[src/rtl/ntt_pkg.sv]
// Shared types and constants for the forward and inverse NTT controllers.
// Ports: none (package only).
package ntt_pkg;

    typedef enum logic [1:0] {
        IDLE,
        COMPUTE,
        DONE
    } ntt_ctrl_state_t;

    localparam int         CYCLES_PER_BF = 4;
    localparam logic [1:0] CYC_READ      = 2'd0;
    localparam logic [1:0] CYC_VALID     = 2'd2;
    localparam logic [1:0] CYC_WRITE     = 2'd3;

endpackage

[src/rtl/ntt_addr_gen.sv]
// Combinational stage/butterfly -> RAM pair address and twiddle index.
// Ports: stage_i, bf_i in; addr0_o, addr1_o, tw_o out (all ADDR_WIDTH).
module ntt_addr_gen
    import ntt_pkg::*;
#(
    parameter int LOGN  = 8,
    parameter int AW    = 8,
    parameter int SW    = 3
) (
    input  logic [SW-1:0] stage_i,
    input  logic [AW-2:0] bf_i,
    output logic [AW-1:0] addr0_o,
    output logic [AW-1:0] addr1_o,
    output logic [AW-1:0] tw_o
);

    logic [AW-1:0] bf_ext;
    logic [AW-1:0] half;
    logic [AW-1:0] group;
    logic [AW-1:0] pos;
    logic [SW-1:0] tw_shift;

    always_comb begin
        bf_ext   = {1'b0, bf_i};
        half     = AW'(1) << stage_i;
        group    = bf_ext >> stage_i;
        pos      = bf_ext & (half - AW'(1));
        // group * (2*half) as a shift by stage+1
        addr0_o  = ((group << stage_i) << 1) + pos;
        addr1_o  = addr0_o + half;
        // Bit-reversed psi table: each stage's block starts at 2^k - 1
        tw_shift = SW'(LOGN - 1) - stage_i;
        tw_o     = (AW'(1) << tw_shift) - AW'(1) + group;
    end

endmodule

[src/rtl/ntt_control_forward.sv]
// Forward (Cooley-Tukey) NTT sequencer: stage/butterfly/cycle counters,
// RAM/ROM addressing and butterfly strobes.
// Ports: clk_i, rst_i, start_i, hold_i in; busy_o, done_o, ram_* out,
//        twiddle_addr_o, butterfly_valid_o out.
module ntt_control_forward
    import ntt_pkg::*;
#(
    parameter int N          = 256,
    parameter int ADDR_WIDTH = $clog2(N)
) (
    input  logic                  clk_i,
    input  logic                  rst_i,
    input  logic                  start_i,
    input  logic                  hold_i,
    output logic                  busy_o,
    output logic                  done_o,
    output logic [ADDR_WIDTH-1:0] ram_addr_a_o,
    output logic [ADDR_WIDTH-1:0] ram_addr_b_o,
    output logic                  ram_re_o,
    output logic                  ram_we_a_o,
    output logic                  ram_we_b_o,
    output logic [ADDR_WIDTH-1:0] twiddle_addr_o,
    output logic                  butterfly_valid_o
);

    localparam int LOGN = $clog2(N);
    localparam int SW   = $clog2(LOGN);
    localparam int BW   = ADDR_WIDTH - 1;

    localparam logic [SW-1:0] LAST_STAGE = SW'(LOGN - 1);
    localparam logic [BW-1:0] BF_LAST    = '1;

    ntt_ctrl_state_t state_q, state_d;
    logic [SW-1:0]   stage_q, stage_d;
    logic [BW-1:0]   bf_q, bf_d;
    logic [1:0]      cyc_q, cyc_d;
    logic            busy_q, done_q;
    logic            computing;

    always_comb begin
        state_d = state_q;
        stage_d = stage_q;
        bf_d    = bf_q;
        cyc_d   = cyc_q;
        unique case (state_q)
            IDLE: begin
                if (start_i) begin
                    state_d = COMPUTE;
                    stage_d = LAST_STAGE;
                    bf_d    = '0;
                    cyc_d   = '0;
                end
            end
            COMPUTE: begin
                if (!hold_i) begin
                    cyc_d = cyc_q + 2'd1;
                    if (cyc_q == CYC_WRITE) begin
                        if (bf_q == BF_LAST) begin
                            bf_d = '0;
                            // Stage saturates at 0; final write ends the run
                            if (stage_q != '0) begin
                                stage_d = stage_q - SW'(1);
                            end else begin
                                state_d = DONE;
                            end
                        end else begin
                            bf_d = bf_q + BW'(1);
                        end
                    end
                end
            end
            DONE: begin
                if (!start_i) begin
                    state_d = IDLE;
                    stage_d = LAST_STAGE;
                    bf_d    = '0;
                    cyc_d   = '0;
                end
            end
            default: state_d = IDLE;
        endcase
    end

    always_ff @(posedge clk_i) begin
        if (rst_i) begin
            state_q <= IDLE;
            stage_q <= LAST_STAGE;
            bf_q    <= '0;
            cyc_q   <= '0;
            busy_q  <= 1'b0;
            done_q  <= 1'b0;
        end else begin
            state_q <= state_d;
            stage_q <= stage_d;
            bf_q    <= bf_d;
            cyc_q   <= cyc_d;
            busy_q  <= (state_d == COMPUTE);
            done_q  <= (state_d == DONE);
        end
    end

    ntt_addr_gen #(
        .LOGN (LOGN),
        .AW   (ADDR_WIDTH),
        .SW   (SW)
    ) u_addr_gen (
        .stage_i (stage_q),
        .bf_i    (bf_q),
        .addr0_o (ram_addr_a_o),
        .addr1_o (ram_addr_b_o),
        .tw_o    (twiddle_addr_o)
    );

    assign computing = (state_q == COMPUTE);

    // hold masks strobes combinationally so a frozen cycle never fires twice
    assign busy_o            = busy_q;
    assign done_o            = done_q;
    assign ram_re_o          = computing;
    assign butterfly_valid_o = computing && (cyc_q == CYC_VALID) && !hold_i;
    assign ram_we_a_o        = computing && (cyc_q == CYC_WRITE) && !hold_i;
    assign ram_we_b_o        = computing && (cyc_q == CYC_WRITE) && !hold_i;

endmodule
[config.mk]
export PLATFORM = sky130hd
export DESIGN_NAME = ntt_control_forward
export DESIGN_NICKNAME = d
export VERILOG_FILES = /design/src/rtl/ntt_pkg.sv /design/src/rtl/ntt_addr_gen.sv /design/src/rtl/ntt_control_forward.sv
export SDC_FILE = /design/constraint.sdc
export NUM_CORES = 1
export LEC_CHECK = 0
export ABC_AREA = 1
export BUFFER_PORTS_ARGS = -buffer_cell sky130_fd_sc_hd__buf_2
export CAP_MARGIN = 10
export CORE_ASPECT_RATIO = 1.75
export CORE_UTILIZATION = 50
export CTS_BUF_LIST = sky130_fd_sc_hd__clkbuf_4
export CTS_CLUSTER_DIAMETER = 120
export CTS_CLUSTER_SIZE = 8
export DETAILED_ROUTE_END_ITERATION = 10
export HOLD_SLACK_MARGIN = 0.05
export PLACE_DENSITY = 0.74
export SYNTH_ARGS = -nofsm -noshare
export SYNTH_HDL_FRONTEND = slang
export SYNTH_SLANG_ARGS = --single-unit
[constraint.sdc]
create_clock -name clk_i -period 3.85 [get_ports clk_i]
set_input_delay 0.385 -clock clk_i [delete_from_list [all_inputs] [get_ports clk_i]]
set_output_delay 0.385 -clock clk_i [all_outputs]
set_load 0.005 [all_outputs]
## Yosys cells after proc, flatten, opt, wreduce, memory -nomap -nowiden

Cells that the tools add are included.

| storage, ports and cells | value |
|---|---|
| bits in registers | 16 |
| input bits | 4 |
| output and inout bits | 30 |

| cells by class | value |
|---|---|
| muxes and demuxes | 24 |
| reduce and logical (&&, ||, !) cells | 11 |
| eq/ne operators | 13 |
| bitwise operators | 1 |
| shift-type cells | 4 |
| add/sub/neg operators | 9 |

Operators by type and width:

| kind | count |
|---|---|
| $mux W7 | 5 |
| $add A8 B8 Y8 | 3 |
| $pmux W7 S3 | 1 |
| $mux W2 | 9 |
| $mux W3 | 6 |
| $shl A1 B3 Y8 const A | 2 |
| $sub A8 B1 Y8 const B | 2 |
| $pmux W2 S3 | 2 |
| $pmux W3 S3 | 1 |
| $and A7 B8 Y8 | 1 |
| $eq A2 B2 Y1 const B | 4 |
| $shl A8 B3 Y7 | 1 |
| $shr A7 B3 Y8 | 1 |
| $add A7 B1 Y7 const B | 1 |
| $eq A7 B7 Y1 const B | 1 |
| $reduce_and A7 Y1 | 1 |
| $ne A2 B1 Y1 const B | 3 |
| $ne A2 B2 Y1 const B | 3 |
| $reduce_bool A3 Y1 | 2 |
| $reduce_and A5 Y1 | 1 |
| $eq A2 B1 Y1 const B | 2 |
| $logic_and A1 B1 Y1 | 4 |
| $reduce_and A4 Y1 | 1 |
| $sub A3 B1 Y3 const B | 1 |
| 4 further kinds | 4 |

## Depth between registers and ports, before layout

| logic depth | value |
|---|---|
| depth after elaboration | 7 |
| mapped depth | 27 |
| depth with buffers taken out | 26 |

## By module

From an unflattened synthesis, not the netlist that was laid out.

| unflattened totals | value |
|---|---|
| cell total of the unflattened synthesis | 390 |
| area, all modules | 2,349.8 µm² |

Modules (own cells, without submodules):

| module | times used | seq. area each (µm²) | cells an instance | area an instance (µm²) |
|---|---|---|---|---|
| ntt_addr_gen | 1 | 0.0 | 252 | 1,421.4 |
| ntt_control_forward | 1 | 320.3 | 138 | 928.4 |

## Least setup slack after synthesis

No wires, ideal clock.

| timing path | value |
|---|---|
| kind | register to output |
| start point | register stage_q[0] |
| end point | output port ram_addr_b_o[7] |
| path buffers | 1 |
| data arrival time | 3,555 ps |
| cell stages (with the launch flop) | 25 |
| required time | 3,465 ps |
| setup slack | -90 ps |
| cells stage by stage | dfxtp_1 -> inv_2 -> buf_1 -> ha_1 -> nor2_1 -> nor2_1 -> nor2_1 -> o21ai_0 -> inv_1 -> ha_1 -> a21oi_1 -> o21bai_1 -> nand2_1 -> nand2_1 -> a21oi_1 -> xnor2_1 -> ha_1 -> a21oi_1 -> a21boi_0 -> nand2_1 -> nand2_1 -> nand2_1 -> inv_1 -> nand3_1 -> nand2_1 |

| between the ends | value |
|---|---|
| word-level cells in the longest chain between the ends | 5 |

Ends and longest elaborated chain:

| item | line | source |
|---|---|---|
| from (decl) | ntt_control_forward.sv:34 | `logic [SW-1:0] stage_q, stage_d;` |
| from (signal assigned) | ntt_control_forward.sv:94 | `stage_q <= stage_d;` |
| $shl A1 B3 Y8 | ntt_addr_gen.sv:25 | `half = AW'(1) << stage_i;` |
| $sub A8 B1 Y8 | ntt_addr_gen.sv:27 | `pos = bf_ext & (half - AW'(1));` |
| $and A7 B8 Y8 | ntt_addr_gen.sv:27 |  |
| $add A8 B8 Y8 * | ntt_addr_gen.sv:29 | `addr0_o = ((group << stage_i) << 1) + pos;` |
| via ram_addr_a_o[6] | ntt_control_forward.sv:17 | `output logic [ADDR_WIDTH-1:0] ram_addr_a_o,` |
| $add A8 B8 Y8 * | ntt_addr_gen.sv:30 | `addr1_o = addr0_o + half;` |
| to (decl) | ntt_control_forward.sv:18 | `output logic [ADDR_WIDTH-1:0] ram_addr_b_o,` |

Mark *: on every way through the listed nets, which the timed path passes. The rest lies on a longest branch.

## Worst setup path after layout

| timing path | value |
|---|---|
| start point | register stage_q[0] |
| end point | output port ram_addr_b_o[7] |

| between the ends | value |
|---|---|
| word-level cells in the longest chain between the ends | 5 |

Ends and longest elaborated chain:

| item | line |
|---|---|
| $shl A1 B3 Y8 | ntt_addr_gen.sv:25 |
| $sub A8 B1 Y8 | ntt_addr_gen.sv:27 |
| $and A7 B8 Y8 | ntt_addr_gen.sv:27 |
| $add A8 B8 Y8 | ntt_addr_gen.sv:29 |
| $add A8 B8 Y8 * | ntt_addr_gen.sv:30 |

Every way passes the cells marked *; elsewhere a longest branch is shown, timed or not.

==> reports/qor.yml <==
min_path_type: "in -> reg"
wl_microns: 7190
yosys-top-cells-area: "nand2_1 16%, ha_1 15%, dfxtp_1 14%"
drive_gt1_share_pct: 36.9
violations: "negative setup slack"
cp_max_fo: 8
worst_slack_ps: -121
synth_flop_cell: "dfxtp_1"
cts_buffer_depth: 2
die-area_sq_um: 4910
synthMuxAreaShare_pct: 0
p_leak_nw: 1.69
drc: 0
holdPathStages: 2
clock-root-buffer: "clkbuf_4"
pre_cts_slack_ps: -117
cts_tree: "yes"
die_x_microns: 53.4
first_global_vias: 2709
start_util_pct: 52.5
slew_violations: 0
syn_nets: 409
start_kind: "flop"
netlist_area_sq_um: 2310
stdcell_count: 506
highest_layer: "met4"
synthSimpleGateAreaFrac_pct: 34.5
grt_pass1_wl_microns: 10900
cts_sinks: 16
coreArea_sq_um: 4400
dp_hpwl_microns: 5350
grt_overflow: 0
netlist.area_leader.share_pct: 15.7
layout.nets: 490
clk_latency_ps: 300
finalInstanceArea_sq_um: 3220
drt.antenna.violating_nets: 0
crit_type: "reg -> out"
placed_cells: 477
status: "finished, violations left"
gp_congestion: 0.950
ys_seq_area_share_pct: 13.8
port-buffer-count: 33
drt_pass1_iterations: 4
min-delay-start: "rst_i"
synth_edf_count: 0
synth_compound_area_share_pct: 15.6
async_reset_ff_share_pct: 0
crit_required_ps: 3460
finalSetupViolations: 2
pin_count: 34
yosys_warnings: 0
tritoncts.num_buffers: 3
holdWs_ps: 336
max_freq_mhz: 252
avgSynthCellArea_sq_um: 6.17
finalCriticalPeriod_ps: 3970
worstPathArrival_ps: 3590
area_growth_pct: 39.2
rsz0062_at_grt: "true"
setup_tns_ps: -187
finalHoldViolations: 0
ctsHoldBuffers: 0
synth_seq_cells: 16
wl_per_cell_microns: 14.2
ff2ff_path_depth: 8
final_util_pct: 73.1
met1_length_microns: 2470
synth_xor_area_share_pct: 6.44
r2r_start: "bf_q[1]"
htreeDepth: 1
synth_top_area_cell: "nand2_1"
antenna_cells: 0
cap_viol_max_count: 0
grt_use_total_pct: 29.6
synth_cells: 375
wl_met2_microns: 4000
rows: 32
synth_fa_ha_area_share_pct: 16.9
avgViaCountPerCell: 5.58
fin_total_pwr_mw: 0.696
peakVddDrop_v: 0.000248
placed_cell_area_sq_um: 2720
synthTopCellsByCount: "97 x nand2_1, 57 x inv_1, 36 x nand3_1, 28 x ha_1, 23 x nor2_1"
drtIter0Drc: 81
critPathLaunch: "stage_q[0]"
antenna_found_initial: 0
wl_met3_microns: 199
grt_start_max_net_pins: 20
vias: 2826
skew_ps: 5.48
ys_types: 40
power_density_nw_per_um2: 216
synth_top_family_by_area: "simple AND/OR/NAND/NOR gates"
worstSetupEndpointType: "output pin"
die_h_microns: 92.0
post-route-period-util_pct: 103
yosysMostFrequentCell: "nand2_1"
path_clk_slew_ps: 100
-- critical path, stage by stage, from the launching register on --
cell	delay, ps
dfxtp_4	400
buf_6	150
nand2_4	60
nand2_2	80
nand2_2	60
nand3_2	80
buf_4	130
nand4_1	120
nor2_1	160
ha_2	210
inv_1	50
fa_2	350
nor2_2	130
o21ai_1	80
nand2_1	90
xnor2_1	120
inv_1	90
ha_4	270
nand2_1	50
inv_2	70
nand3_2	80
nand2_1	70
nand2_1	40
nand2_1	70
inv_1	40
nand3_1	70
nand2_1	40
buf_2	110
-- timing repair --
action	in CTS	in global routing
setup endpoints to repair	3	4
cloned	1	0
pin swaps	18	34
gates resized for setup	33	49
buffers inserted	18	6
-- cells by family after synthesis --
group / after synthesis
buffers and inverters: 72
other: 1
AND/OR/NAND/NOR: 180
adder cells (fa/ha/maj): 30
flip-flops: 16
XOR/XNOR: 17
AO/OA/AOI/OAI: 59
-- state kept, by name, indices dropped and copies added, names as in the netlist --
signal   cells
busy_o       1
bf_q         7
stage_q      3
state_q      2
done_o       1
cyc_q        2
-- cell type report --
cell class | instances | area (sq um)
multi-input cells | 287 | 1970
fillers | 376 | 1180
repair buffers | 84 | 584
flip-flops and latches | 16 | 325
inverters | 63 | 246
well taps | 51 | 63.8
clock buffers | 3 | 22.5
repair inverters | 1 | 7.51
clock inverters | 1 | 3.75
-- placed cells by master, fill, tap and decap left out, types with 5 or more instances in the layout --
cell type / count
xor2_1: 8
nand3_2: 9
ha_1: 20
nor2_2: 6
inv_2: 10
o211ai_1: 5
xnor2_1: 9
nor2_1: 14
a21oi_1: 14
inv_1: 49
buf_2: 33
a21oi_2: 8
dfxtp_1: 14
nand4_1: 10
nor2_4: 7
buf_4: 46
o21ai_0: 12
nand2_1: 83
nand3_1: 28
nand2_2: 13
-- metal layers --
metal / vias to the layer above / track usage [%]
met5: - / 0
met4: 0 / 24.3
met3: 42 / 1.49
met2: 84 / 55.7
met1: 1313 / 26.2
li1: 1387 / -
-- power breakdown --
part	internal, mW	switching (mW)	total, mW
logic	0.191	0.229	0.420
clock network	0.0378	0.0578	0.0956
registers	0.172	0.00789	0.180
-- worst paths after layout --
check / endpoint / slack, ps
hold / removal: bf_q[1] / 340
hold reg to reg: cyc_q[1] / 510
setup reg to reg: stage_q[0] / 1900
setup / recovery: ram_addr_b_o[7] / -120
(Power assumes the default switching activity.)
